### src/rtl/prog_loader.sv
`default_nettype none
// ============================================================================
// Module      : prog_loader
// Description : Boot/program loader. Streams valid/ready words into the
//               instruction or data memory at consecutive addresses from a
//               latched base, holds the CPU in reset while loading and
//               releases it a fixed number of cycles after the last write.
// Revision    : 1.0 - initial release
// ============================================================================
module prog_loader #(
    parameter int DATA_W      = 32,
    parameter int ADDR_W      = 10,
    parameter int RELEASE_DLY = 4
) (
    input  logic              clk,
    input  logic              rst,
    input  logic              start,
    input  logic              target_sel,
    input  logic [ADDR_W-1:0] base_addr,
    input  logic [ADDR_W:0]   word_count,
    input  logic              abort,
    input  logic              in_valid,
    input  logic [DATA_W-1:0] in_data,
    output logic              in_ready,
    output logic [ADDR_W-1:0] mem_addr,
    output logic [DATA_W-1:0] mem_data,
    output logic              mem_we_instr,
    output logic              mem_we_data,
    output logic              cpu_rst,
    output logic              busy,
    output logic              done,
    output logic              error,
    output logic [ADDR_W:0]   words_loaded
);

    localparam int c_DLY_W = (RELEASE_DLY > 1) ? $clog2(RELEASE_DLY) : 1;
    localparam logic [c_DLY_W-1:0] c_DLY_LOAD = c_DLY_W'(RELEASE_DLY - 1);
    // Two extra bits so base+count itself can never wrap before comparison.
    localparam int c_SUM_W = ADDR_W + 2;
    localparam logic [c_SUM_W-1:0] c_MEM_DEPTH = {2'b01, {ADDR_W{1'b0}}};

    typedef enum logic [1:0] {
        S_IDLE    = 2'd0,
        S_LOAD    = 2'd1,
        S_HOLD    = 2'd2,
        S_RELEASE = 2'd3
    } state_t;

    state_t              r_state;
    logic [ADDR_W-1:0]   r_base;
    logic [ADDR_W:0]     r_count;
    logic                r_target;
    logic [c_DLY_W-1:0]  r_dly;
    logic [ADDR_W-1:0]   r_mem_addr;
    logic [DATA_W-1:0]   r_mem_data;
    logic                r_we_instr;
    logic                r_we_data;
    logic                r_cpu_rst;
    logic                r_done;
    logic                r_error;
    logic [ADDR_W:0]     r_words_loaded;

    logic [c_SUM_W-1:0]  w_end;
    logic                w_start_ok;
    logic                w_accept;
    logic                w_last;
    logic [ADDR_W:0]     w_last_idx;

    // Start request is legal only for a non-empty load that fits in memory.
    assign w_end      = c_SUM_W'(base_addr) + c_SUM_W'(word_count);
    assign w_start_ok = (word_count != '0) && (w_end <= c_MEM_DEPTH);

    assign in_ready   = (r_state == S_LOAD);
    assign w_accept   = in_valid && in_ready;
    assign w_last_idx = r_count - 1'b1;
    assign w_last     = (r_words_loaded == w_last_idx);

    assign mem_addr     = r_mem_addr;
    assign mem_data     = r_mem_data;
    assign mem_we_instr = r_we_instr;
    assign mem_we_data  = r_we_data;
    assign cpu_rst      = r_cpu_rst;
    assign busy         = (r_state != S_IDLE);
    assign done         = r_done;
    assign error        = r_error;
    assign words_loaded = r_words_loaded;

    // Loader sequencer: start checks, beat writes, release delay and abort.
    always_ff @(posedge clk) begin
        if (rst) begin
            r_state        <= S_IDLE;
            r_base         <= '0;
            r_count        <= '0;
            r_target       <= 1'b0;
            r_dly          <= '0;
            r_mem_addr     <= '0;
            r_mem_data     <= '0;
            r_we_instr     <= 1'b0;
            r_we_data      <= 1'b0;
            r_cpu_rst      <= 1'b1;
            r_done         <= 1'b0;
            r_error        <= 1'b0;
            r_words_loaded <= '0;
        end else begin
            // Strobes and done are single-cycle pulses.
            r_we_instr <= 1'b0;
            r_we_data  <= 1'b0;
            r_done     <= 1'b0;
            case (r_state)
                S_IDLE: begin
                    if (start) begin
                        r_base         <= base_addr;
                        r_count        <= word_count;
                        r_target       <= target_sel;
                        r_words_loaded <= '0;
                        r_cpu_rst      <= 1'b1;
                        if (w_start_ok) begin
                            r_error <= 1'b0;
                            r_state <= S_LOAD;
                        end else begin
                            r_error <= 1'b1;
                        end
                    end
                end
                S_LOAD: begin
                    if (abort) begin
                        // A beat offered in the abort cycle is dropped.
                        r_error <= 1'b1;
                        r_state <= S_IDLE;
                    end else if (w_accept) begin
                        r_mem_addr     <= r_base + r_words_loaded[ADDR_W-1:0];
                        r_mem_data     <= in_data;
                        r_we_instr     <= ~r_target;
                        r_we_data      <= r_target;
                        r_words_loaded <= r_words_loaded + 1'b1;
                        if (w_last) begin
                            r_dly   <= c_DLY_LOAD;
                            r_state <= S_HOLD;
                        end
                    end
                end
                S_HOLD: begin
                    if (abort) begin
                        r_error <= 1'b1;
                        r_state <= S_IDLE;
                    end else if (r_dly == '0) begin
                        r_done    <= 1'b1;
                        r_cpu_rst <= 1'b0;
                        r_state   <= S_RELEASE;
                    end else begin
                        r_dly <= r_dly - 1'b1;
                    end
                end
                S_RELEASE: begin
                    r_state <= S_IDLE;
                end
                default: begin
                    r_state <= S_IDLE;
                end
            endcase
        end
    end

endmodule
`default_nettype wire
### config.mk
export PLATFORM = sky130hd
export DESIGN_NAME = prog_loader
export DESIGN_NICKNAME = d
export VERILOG_FILES = /design/src/rtl/prog_loader.sv
export SDC_FILE = /design/constraint.sdc
export NUM_CORES = 1
export LEC_CHECK = 0
export ABC_CLOCK_PERIOD_IN_PS = 3200
export BUFFER_PORTS_ARGS = -buffer_cell sky130_fd_sc_hd__buf_4
export CAP_MARGIN = 20
export CORE_ASPECT_RATIO = 0.8
export CORE_UTILIZATION = 53
export DETAILED_ROUTE_END_ITERATION = 6
export PLACE_DENSITY = 0.8
export SYNTH_ARGS = -nofsm -noshare
export SYNTH_HDL_FRONTEND = slang
export SYNTH_SLANG_ARGS = --single-unit
### constraint.sdc
create_clock -name clk -period 3.2 [get_ports clk]
set_clock_uncertainty 0.1 [all_clocks]
set_input_delay 0 -clock clk [delete_from_list [all_inputs] [get_ports clk]]
set_output_delay 0 -clock clk [all_outputs]
set_load 0.1 [all_outputs]
==> impl_metrics.yaml, run 1 <==
outcome:
  status: "finished, final reports clean"
hold_path:
  hold_path_depth: 2
  min_from: "rst"
  min-delay-path-class: "in2reg"
  hold_end: "words_loaded[0]"
clocking:
  clock-sinks: 84
  cts_hold_buf: 56
  path_clk_slew_ns: 0.10
  cts.repair.resized: 0
  cts_setup_buffers: 0
  clockRootBuffer: "clkbuf_8"
  cts.htree.levels: 3
  cts_tree: "done"
  cts_buffers: 9
  clk_latency_ns: 0.37
  cts_buffer_depth: 2
timing:
  layout_setup_ws_ns: 0.337
  period_needed_ns: 2.86
  slew_headroom: 0.431
  grt_setup_unrepaired: "false"
  hold_viol: 0
  final.setup.tns_ns: 0
  worstMarginPinSlew_ns: 0.851
  max_freq_ghz: 0.349
  fin_crit_sh: 0.895
  setup_viol: 0
  whs_ns: 0.0518
  drv_slew: 0
worst_setup_path:
  critical_path_arrival_ns: 3.04
  r2r_setup_slack_ns: 0.42
  slowest_stage: "dlygate4sd3_1"
  crit_path_start_kind: "primary input"
  max_stage_delay_ns: 0.53
  critPathKind: "in2reg"
  r2r-end: "mem_addr[9]"
  r2r-start: "words_loaded[1]"
  end_kind: "flop"
  critPathLaunch: "base_addr[0]"
  cp_cell_sequence: "dlygate4sd3_1 > buf_4 > ha_1 > fa_1 > a211oi_1 > nor2_1 > o21ai_0 > xor2_1 > a31oi_1 > or2_2 > a311oi_1"
  critPathRequiredTime_ns: 3.38
  reg2reg_depth: 8
  cp_max_fo: 3
synthesis:
  synthMuxAreaShare: 0.00223
  synthSimpleGateAreaFrac: 0.238
  yosysUniqueCellTypes: 57
  ys_ff_latch: 84
  yosys_warnings: 0
  synth_top_cells_by_area: "dfxtp_1 (37%), nand2_1 (11%), a21oi_1 (8.9%)"
  post-synth-top-count-cell: "nand2_1"
  synth_xor_area_frac: 0.0508
  synth-compound-area-share: 0.216
  synth_nets: 658
  avgSynthCellArea_um2: 7.84
  synth_fa_ha_area_frac: 0.0787
  synth_ff_type: "dfxtp_1"
  synth_top_family_by_area: "simple AND/OR/NAND/NOR gates"
  synth_common_cells: "nand2_1 (137), dfxtp_1 (84), a21oi_1 (80)"
  synth-edff-count: 0
  synth_top_area_cell: "dfxtp_1"
  netlist_area_um2: 4490
  yosysSeqAreaShare: 0.375
  yosys.area.top_type_share: 0.375
  ys_async_sr_fraction: 0
  synthCells: 572
pwr:
  power_density_nw_per_um2: 495
  peakVddDrop_uv: 349
  leakage_nw: 2.58
finish:
  final_nets: 820
  drive_gt1_frac: 0.204
  syn_to_final_growth_pct: 38.1
  final_cells: 847
  final_util: 0.769
  antenna_cells: 0
floorplanning:
  chipWidth_um: 105
  dieHeight_um: 84.3
  start_util: 0.557
  ioPinCount: 119
  core-area_um2: 8060
  dieArea_um2: 8840
  rows: 29
place:
  dp_hpwl_um: 9110
  port_buffers: 118
  pre_cts_ws_ns: 0.496
  gp_congestion: 0.888
  dp.cells: 775
global_routing:
  grt_max_degree: 77
  grt_pass1_vias: 4414
  grt_overflow: 0
  grt_usage: 0.310
  antenna_found_initial: 0
  grt_pass1_wl_um: 21700
route:
  ant_nets: 0
  drt_iter0_drc: 318
  via_per_inst: 5.60
  drc: 0
  wl_um: 13300
  via_count: 4743
  firstDrtPassIters: 5
  avgRoutedWirePerCell_um: 15.7
job:
  drv_cap: 0
==> through the flow <==
stage / area, um^2 / power (mW)
6_report: 6190 / 3.07
5_1_grt: 6190 / 3.22
4_1_cts: 6190 / 3.05
3_5_place_dp: 5440 / 2.23
3_3_place_gp: 5440 / 2.22
2_1_floorplan: 4490 / 1.98
==> logic make-up after synthesis <==
group | Yosys count
fa+ha+maj | 27
xor+xnor | 26
flops | 84
simple gates | 232
buf+inv | 46
compound gates | 156
mux | 1
==> placed cells by master (no fill, tap or decap), types with 7 or more instances in the layout <==
cell	synthesis	final
or3_1	7	7
nand2_1	137	137
dfxtp_1	84	84
buf_4	0	123
xor2_1	15	15
ha_1	25	25
nor3_1	13	13
a211oi_1	7	7
a31oi_1	7	7
o21ai_0	19	19
dlygate4sd3_1	0	56
nor2_1	30	30
nand3_1	9	9
inv_1	18	18
xnor2_1	11	11
clkbuf_8	0	9
a21oi_1	80	80
==> power breakdown <==
| group | leakage, nW | switching, mW | internal [mW] |
|---|---|---|---|
| logic | 1.80 | 0.728 | 0.377 |
| registers | 0.682 | 0.0663 | 1.12 |
| clock network | 0.0935 | 0.409 | 0.368 |
==> how the worst max path moves through the flow <==
stage | slack (ns) | depth (start not counted) | to
after floorplan | 0.01 | 8 | mem_addr[9]
after global placement | 0.60 | 8 | mem_addr[9]
after detailed placement | 0.50 | 8 | mem_addr[9]
after CTS | 0.35 | 11 | r_state[0]
after global routing | 0.13 | 8 | mem_addr[9]
final | 0.34 | 11 | r_state[0]
==> area by class of cell <==
| type | instances | area [um^2] |
|---|---|---|
| clock buffers | 10 | 128 |
| clock inverters | 6 | 71.3 |
| fillers | 581 | 1860 |
| inverters | 18 | 67.6 |
| multi-input cells | 442 | 2630 |
| flip-flops and latches | 84 | 1680 |
| well taps | 108 | 135 |
| repair buffers | 179 | 1480 |
==> metal layers <==
| layer | GRT usage | wire length (um) |
|---|---|---|
| met3 | 0.0613 | 878 |
| met5 | 0 | 0 |
| met2 | 0.517 | 6340 |
| met1 | 0.409 | 5920 |
| met4 | 0.0909 | 156 |
==> critical path: cells and delay by family <==
family | cells | cell delay, ns
AND/OR/NAND/NOR | 2 | 0.47
buffers and inverters | 2 | 0.67
XOR/XNOR | 1 | 0.18
adder cells (fa/ha/maj) | 2 | 0.65
AO/OA/AOI/OAI | 4 | 1.06
==> sequential cells by signal, indices dropped and copies added (netlist names) <==
signal,count
done,1
words_loaded,11
r_target,1
r_count,11
r_state,2
mem_we_data,1
r_dly,2
mem_addr,10
error,1
mem_we_instr,1
mem_data,32
r_base,10
cpu_rst,1
No activity file was read; power rests on OpenSTA's default activity.
==> run 2, diff against run 1 <==
--- a/config.mk
+++ b/config.mk
@@ -7,10 +7,11 @@
 export LEC_CHECK = 0
 export ABC_CLOCK_PERIOD_IN_PS = 3200
-export BUFFER_PORTS_ARGS = -buffer_cell sky130_fd_sc_hd__buf_4
 export CAP_MARGIN = 20
 export CORE_ASPECT_RATIO = 0.8
-export CORE_UTILIZATION = 53
+export CORE_UTILIZATION = 61
+export CTS_CLUSTER_SIZE = 10
 export DETAILED_ROUTE_END_ITERATION = 6
-export PLACE_DENSITY = 0.8
+export DONT_BUFFER_PORTS = 1
+export PLACE_DENSITY = 0.77
 export SYNTH_ARGS = -nofsm -noshare
 export SYNTH_HDL_FRONTEND = slang
--- a/constraint.sdc
+++ b/constraint.sdc
@@ -3,3 +3,3 @@
 set_input_delay 0 -clock clk [delete_from_list [all_inputs] [get_ports clk]]
 set_output_delay 0 -clock clk [all_outputs]
-set_load 0.1 [all_outputs]
+set_load 0.05 [all_outputs]
==> run 2 against run 1 <==
  * The run now ends with design-rule violations left
  * First-iteration DRC count decreased by 16%
  * Non-clock buffer count shrank 101
  * Die area down 13%
  * Combinational power decreased by 31%
  * Cell count shrank 14%
  * Via count fell by 8.2%
  * Sequential power is 9% higher
  * Design area down 12%
  * Global-route usage increased by 1.3 points
  * Clock power fell by 9.0%
  * Flip-flop and latch count stayed put
  * Largest cell class unchanged
  * Largest power group unchanged
==> impl_metrics.yaml, run 2 (synthesis results as in run 1) <==
global_routing:
  grt_usage: 0.323
  grt_overflow: 0
  grt_pass1_wl_um: 19700
  grt_pass1_vias: 4064
  antenna_found_initial: 0
  grt_max_degree: 77
clocking:
  path_clk_slew_ns: 0.10
  cts.repair.resized: 0
  cts_buffers: 9
  cts_tree: "done"
  cts.htree.levels: 3
  clockRootBuffer: "clkbuf_8"
  clock-sinks: 84
  clk_latency_ns: 0.36
  cts_buffer_depth: 2
  cts_setup_buffers: 0
  cts_hold_buf: 64
outcome:
  violations: "design-rule violations"
  status: "finished, violations left"
route:
  avgRoutedWirePerCell_um: 17.1
  via_per_inst: 6.00
  drt_iter0_drc: 267
  drc: 8
  wl_um: 12400
  firstDrtPassIters: 7
  via_count: 4352
  ant_nets: 0
worst_setup_path:
  cp_max_fo: 7
  end_kind: "flop"
  slowest_stage: "nor3b_2"
  crit_path_start_kind: "flop"
  critPathRequiredTime_ns: 3.39
  critPathKind: "reg2reg"
  max_stage_delay_ns: 0.42
  cp_cell_sequence: "inv_1 > ha_1 > nor3b_2 > a221o_1 > o311ai_0 > o22a_2 > and4_4 > or3_1 > a31oi_1"
  critical_path_arrival_ns: 2.82
floorplanning:
  core-area_um2: 6990
  dieHeight_um: 78.7
  chipWidth_um: 97.9
  start_util: 0.641
  rows: 27
  dieArea_um2: 7700
  ioPinCount: 119
finish:
  final_nets: 719
  drive_gt1_frac: 0.0690
  layout_common_cells: "nand2_1 (137), dfxtp_1 (84), a21oi_1 (80)"
  design_area_um2: 5430
  syn_to_final_growth_pct: 21.1
  largest_reg_flops: 32
  antenna_cells: 0
  final_common_cell: "nand2_1"
timing:
  whs_ns: 0.0725
  setup_viol: 0
  slew_headroom: 0.451
  worstMarginPinSlew_ns: 0.822
  hold_viol: 0
  final.setup.tns_ns: 0
  fin_crit_sh: 0.821
  max_freq_ghz: 0.381
  period_needed_ns: 2.63
  grt_setup_unrepaired: "false"
  drv_slew: 0
pwr:
  leakage_nw: 2.08
  p_int_mw: 1.72
  power_density_nw_per_um2: 509
  clockPowerShare: 0.256
  seqPwrFrac: 0.466
  switching_share: 0.377
  peakVddDrop_uv: 347
  p_comb_frac: 0.278
  switchingPower_mw: 1.04
place:
  gp_congestion: 0.912
  placed_cell_area_um2: 4590
  port_buffers: 0
  dp_hpwl_um: 8090
job:
  drv_cap: 0
hold_path:
  min-delay-path-class: "in2reg"
[run 2: per-layer routing]
layer  wire, um  global-route usage  vias to the layer above
met3        923              0.0880                       28
met1       5230               0.394                     2024
li1           -                   -                     2124
met5          0                   0                        -
met2       5980               0.558                      176
met4        251              0.0970                        0
[run 2: critical path, delay by kind of cell, from the launching register on]
family	cells	cell delay [ns]
DFF	1	0.40
and+or+nand+nor	3	0.98
adders and majority gates	1	0.18
buffers and inverters	1	0.09
AOI/OAI and AO/OA	4	0.80
[run 2: final cells by class]
cell class / count / area, um^2
Inverter: 18 / 67.6
Multi-Input combinational cell: 442 / 2630
Clock inverter: 7 / 58.8
Sequential cell: 84 / 1680
Tap cell: 87 / 109
Timing Repair Buffer: 78 / 763
Fill cell: 497 / 1560
Clock buffer: 9 / 124
[run 2: worst paths after layout]
check | from | slack, ns | to | depth (start not counted)
hold / removal | start | 0.07 | r_base[0] | 4
setup / recovery | r_count[0] | 0.57 | r_state[1] | 9
hold reg to reg | r_base[2] | 0.37 | r_base[2] | 2
setup reg to reg | r_count[0] | 0.57 | r_state[1] | 9
[run 2: stage by stage]
step,power [mW],utilization,cells,worst slack (ns)
2_1_floorplan,1.84,-,572,0.374
3_3_place_gp,1.95,0.656,645,0.689
3_5_place_dp,1.97,0.656,645,0.647
4_1_cts,2.75,0.777,725,0.610
5_1_grt,2.89,0.777,725,0.369
6_report,2.76,0.777,725,0.574
[run 2: power by group through the flow]
stage | clock [mW] | sequential [mW] | combinational, mW
after floorplan | 0 | 1.29 | 0.544
final | 0.707 | 1.29 | 0.769
after global placement | 0 | 1.31 | 0.640
after global routing | 0.757 | 1.30 | 0.839
after detailed placement | 0 | 1.31 | 0.661
after CTS | 0.712 | 1.29 | 0.748
==> run 3, diff against run 2 <==
ABC_AREA = 1   (was default)
ABC_CLOCK_PERIOD_IN_PS = 2300   (was 3200)
CORE_UTILIZATION = 58   (was 61)
PLACE_DENSITY = 0.76   (was 0.77)
clock period = 2.3 ns   (was 3.2 ns; I/O delays follow)
==> run 3 against run 2 <==
  * The flow now finishes without violations
  * Sequential share of layout area down 2.4 points
  * Global-route usage down 0.17 points
  * Synthesized cell count up 19%
  * Power up 43%
  * Clock-buffer cell count up 1
  * Register-to-register slack worse by 0.53 ns
  * Worst setup slack worse by 0.53 ns
  * Routed wire length up 8.8%
  * Hold slack worse by 0.041 ns
  * Core utilization up 0.64 points
  * Largest power group unchanged
==> impl_metrics.yaml, run 3 <==
timing:
  grt_setup_unrepaired: "true"
  setup_viol: 0
  layout_setup_ws_ns: 0.0441
  max_freq_ghz: 0.443
  slew_headroom: 0.580
  hold_viol: 0
  fin_crit_sh: 0.981
  drv_slew: 0
  worstMarginPinSlew_ns: 0.628
  period_needed_ns: 2.26
  final.setup.tns_ns: 0
floorplanning:
  core-area_um2: 7570
  start_util: 0.611
  rows: 28
  ioPinCount: 119
  dieHeight_um: 81.9
  dieArea_um2: 8340
  chipWidth_um: 102
synthesis:
  synth_common_cells: "nand2_1 (127), nor2_1 (126), dfxtp_1 (84)"
  synth-edff-count: 0
  netlist_area_um2: 4630
  yosysSeqAreaShare: 0.363
  synth_nets: 765
  synth_top_area_cell: "dfxtp_1"
  avgSynthCellArea_um2: 6.81
  yosysUniqueCellTypes: 42
  post-synth-top-count-cell: "nand2_1"
  synth_top_cells_by_area: "dfxtp_1 (36%), nand2_1 (10%), nor2_1 (10%)"
  synth_ff_type: "dfxtp_1"
  synthCells: 679
  ys_ff_latch: 84
  ys_async_sr_fraction: 0
  yosys.area.top_type_share: 0.363
  yosys_warnings: 0
finish:
  antenna_cells: 0
  syn_to_final_growth_pct: 28.1
  fill_cells: 548
  final_nets: 854
  largest_reg_flops: 32
  drive_gt1_frac: 0.118
  final_common_cell: "nand2_1"
  layout_common_cells: "nand2_1 (127), nor2_1 (121), dfxtp_1 (78)"
route:
  via_per_inst: 5.54
  firstDrtPassIters: 5
  drc: 0
  drt_iter0_drc: 251
  wl_um: 13500
  avgRoutedWirePerCell_um: 15.3
  via_count: 4861
  ant_nets: 0
global_routing:
  grt_pass1_wl_um: 20800
  antenna_found_initial: 0
  grt_max_degree: 53
  grt_pass1_vias: 4582
  grt_overflow: 0
  grt_usage: 0.321
worst_setup_path:
  critPathRequiredTime_ns: 2.46
  critical-path-top-delay-family: "simple AND/OR/NAND/NOR gates"
  crit_path_start_kind: "flop"
  max_stage_delay_ns: 0.34
  critical_path_arrival_ns: 2.41
  slowest_stage: "dfxtp_2"
  critPathKind: "reg2reg"
  cp_max_fo: 4
  cp_cell_sequence: "inv_1 > ha_4 > inv_1 > nand2_1 > nand2_1 > nor2_1 > nand2_1 > nor2_2 > nand3_1 > nor2_2 > nand3_1 > a21boi_2 > nand3_1 > o211a_1"
  path_buf_inv: 2
  r2r_setup_slack_ns: 0.04
  end_kind: "flop"
place:
  dp_hpwl_um: 9230
  port_buffers: 0
  gp_congestion: 0.896
  pre_cts_ws_ns: 0.0836
job:
  drv_cap: 0
hold_path:
  min-delay-path-class: "in2reg"
clocking:
  path_clk_slew_ns: 0.09
  cts_buffer_depth: 2
  clockRootBuffer: "clkbuf_8"
  clock-sinks: 84
  cts.htree.levels: 3
  clk_latency_ns: 0.36
  cts_buffers: 9
  cts_tree: "done"
pwr:
  peakVddDrop_uv: 494
  power_density_nw_per_um2: 666
  leakage_nw: 2.80
outcome:
  status: "finished, final reports clean"
[run 3: repair_timing]
| action | in CTS | in global routing |
|---|---|---|
| gates resized for setup | 0 | 24 |
| buffers inserted | 0 | 4 |
| hold endpoints to repair | 62 | 0 |
| setup endpoints to repair | 0 | 16 |
| hold buffers | 73 | 0 |
[run 3: layer usage]
metal	vias to the layer above	global-route usage	share of wire
met5	-	0	0
met4	0	0.104	0.026
met3	46	0.0902	0.079
met2	212	0.549	0.47
met1	2227	0.393	0.42
li1	2376	-	-
[run 3: tightest hold or removal path, cell delays in order]
cell	delay [ns]
clkinv_1	0.23
o21ai_0	0.14
nor2_1	0.08
[run 3: cells by family (layout without fill, tap and decap cells)]
logic type | Yosys count | after routing | synth area share
XOR/XNOR | 9 | 9 | 0.0170
flip-flops | 84 | 84 | 0.363
AND/OR/NAND/NOR | 327 | 327 | 0.304
adder cells (fa/ha/maj) | 27 | 27 | 0.0763
buffers and inverters | 100 | 194 | 0.0833
AO/OA/AOI/OAI | 132 | 132 | 0.156
[run 3: worst paths after layout]
kind | from | to | cells past startpoint
max reg2reg | r_count[1] | r_dly[1] | 14
max | r_count[1] | r_dly[1] | 14
min | rst | r_base[4] | 3
min reg2reg | r_target | mem_we_instr | 1
[run 3: through the flow]
step	total power, mW	area, um^2	instances	utilization	hold slack (ns)
CTS	3.88	5810	875	0.768	0.00734
global placement	2.52	4850	786	0.641	-0.0318
floorplan	2.35	4630	679	-	-0.0383
global route	4.13	5930	878	0.783	0.0706
detailed placement	2.55	4850	786	0.641	-0.0289
finish	3.95	5930	878	0.783	0.0314
[run 3: final cells by class]
class,instances,area [um^2],share of cell area
clock buffers,10,138,0.0232
clock inverters,6,93.8,0.0158
inverters,79,297,0.0500
multi-input cells,495,2650,0.447
flip-flops and latches,84,1690,0.285
well taps,105,131,0.0222
repair buffers,99,927,0.156
[run 3: power breakdown]
part | leakage (nW) | switching, mW | internal [mW]
clock network | 0.114 | 0.569 | 0.653
logic | 1.99 | 0.614 | 0.405
registers | 0.686 | 0.162 | 1.54
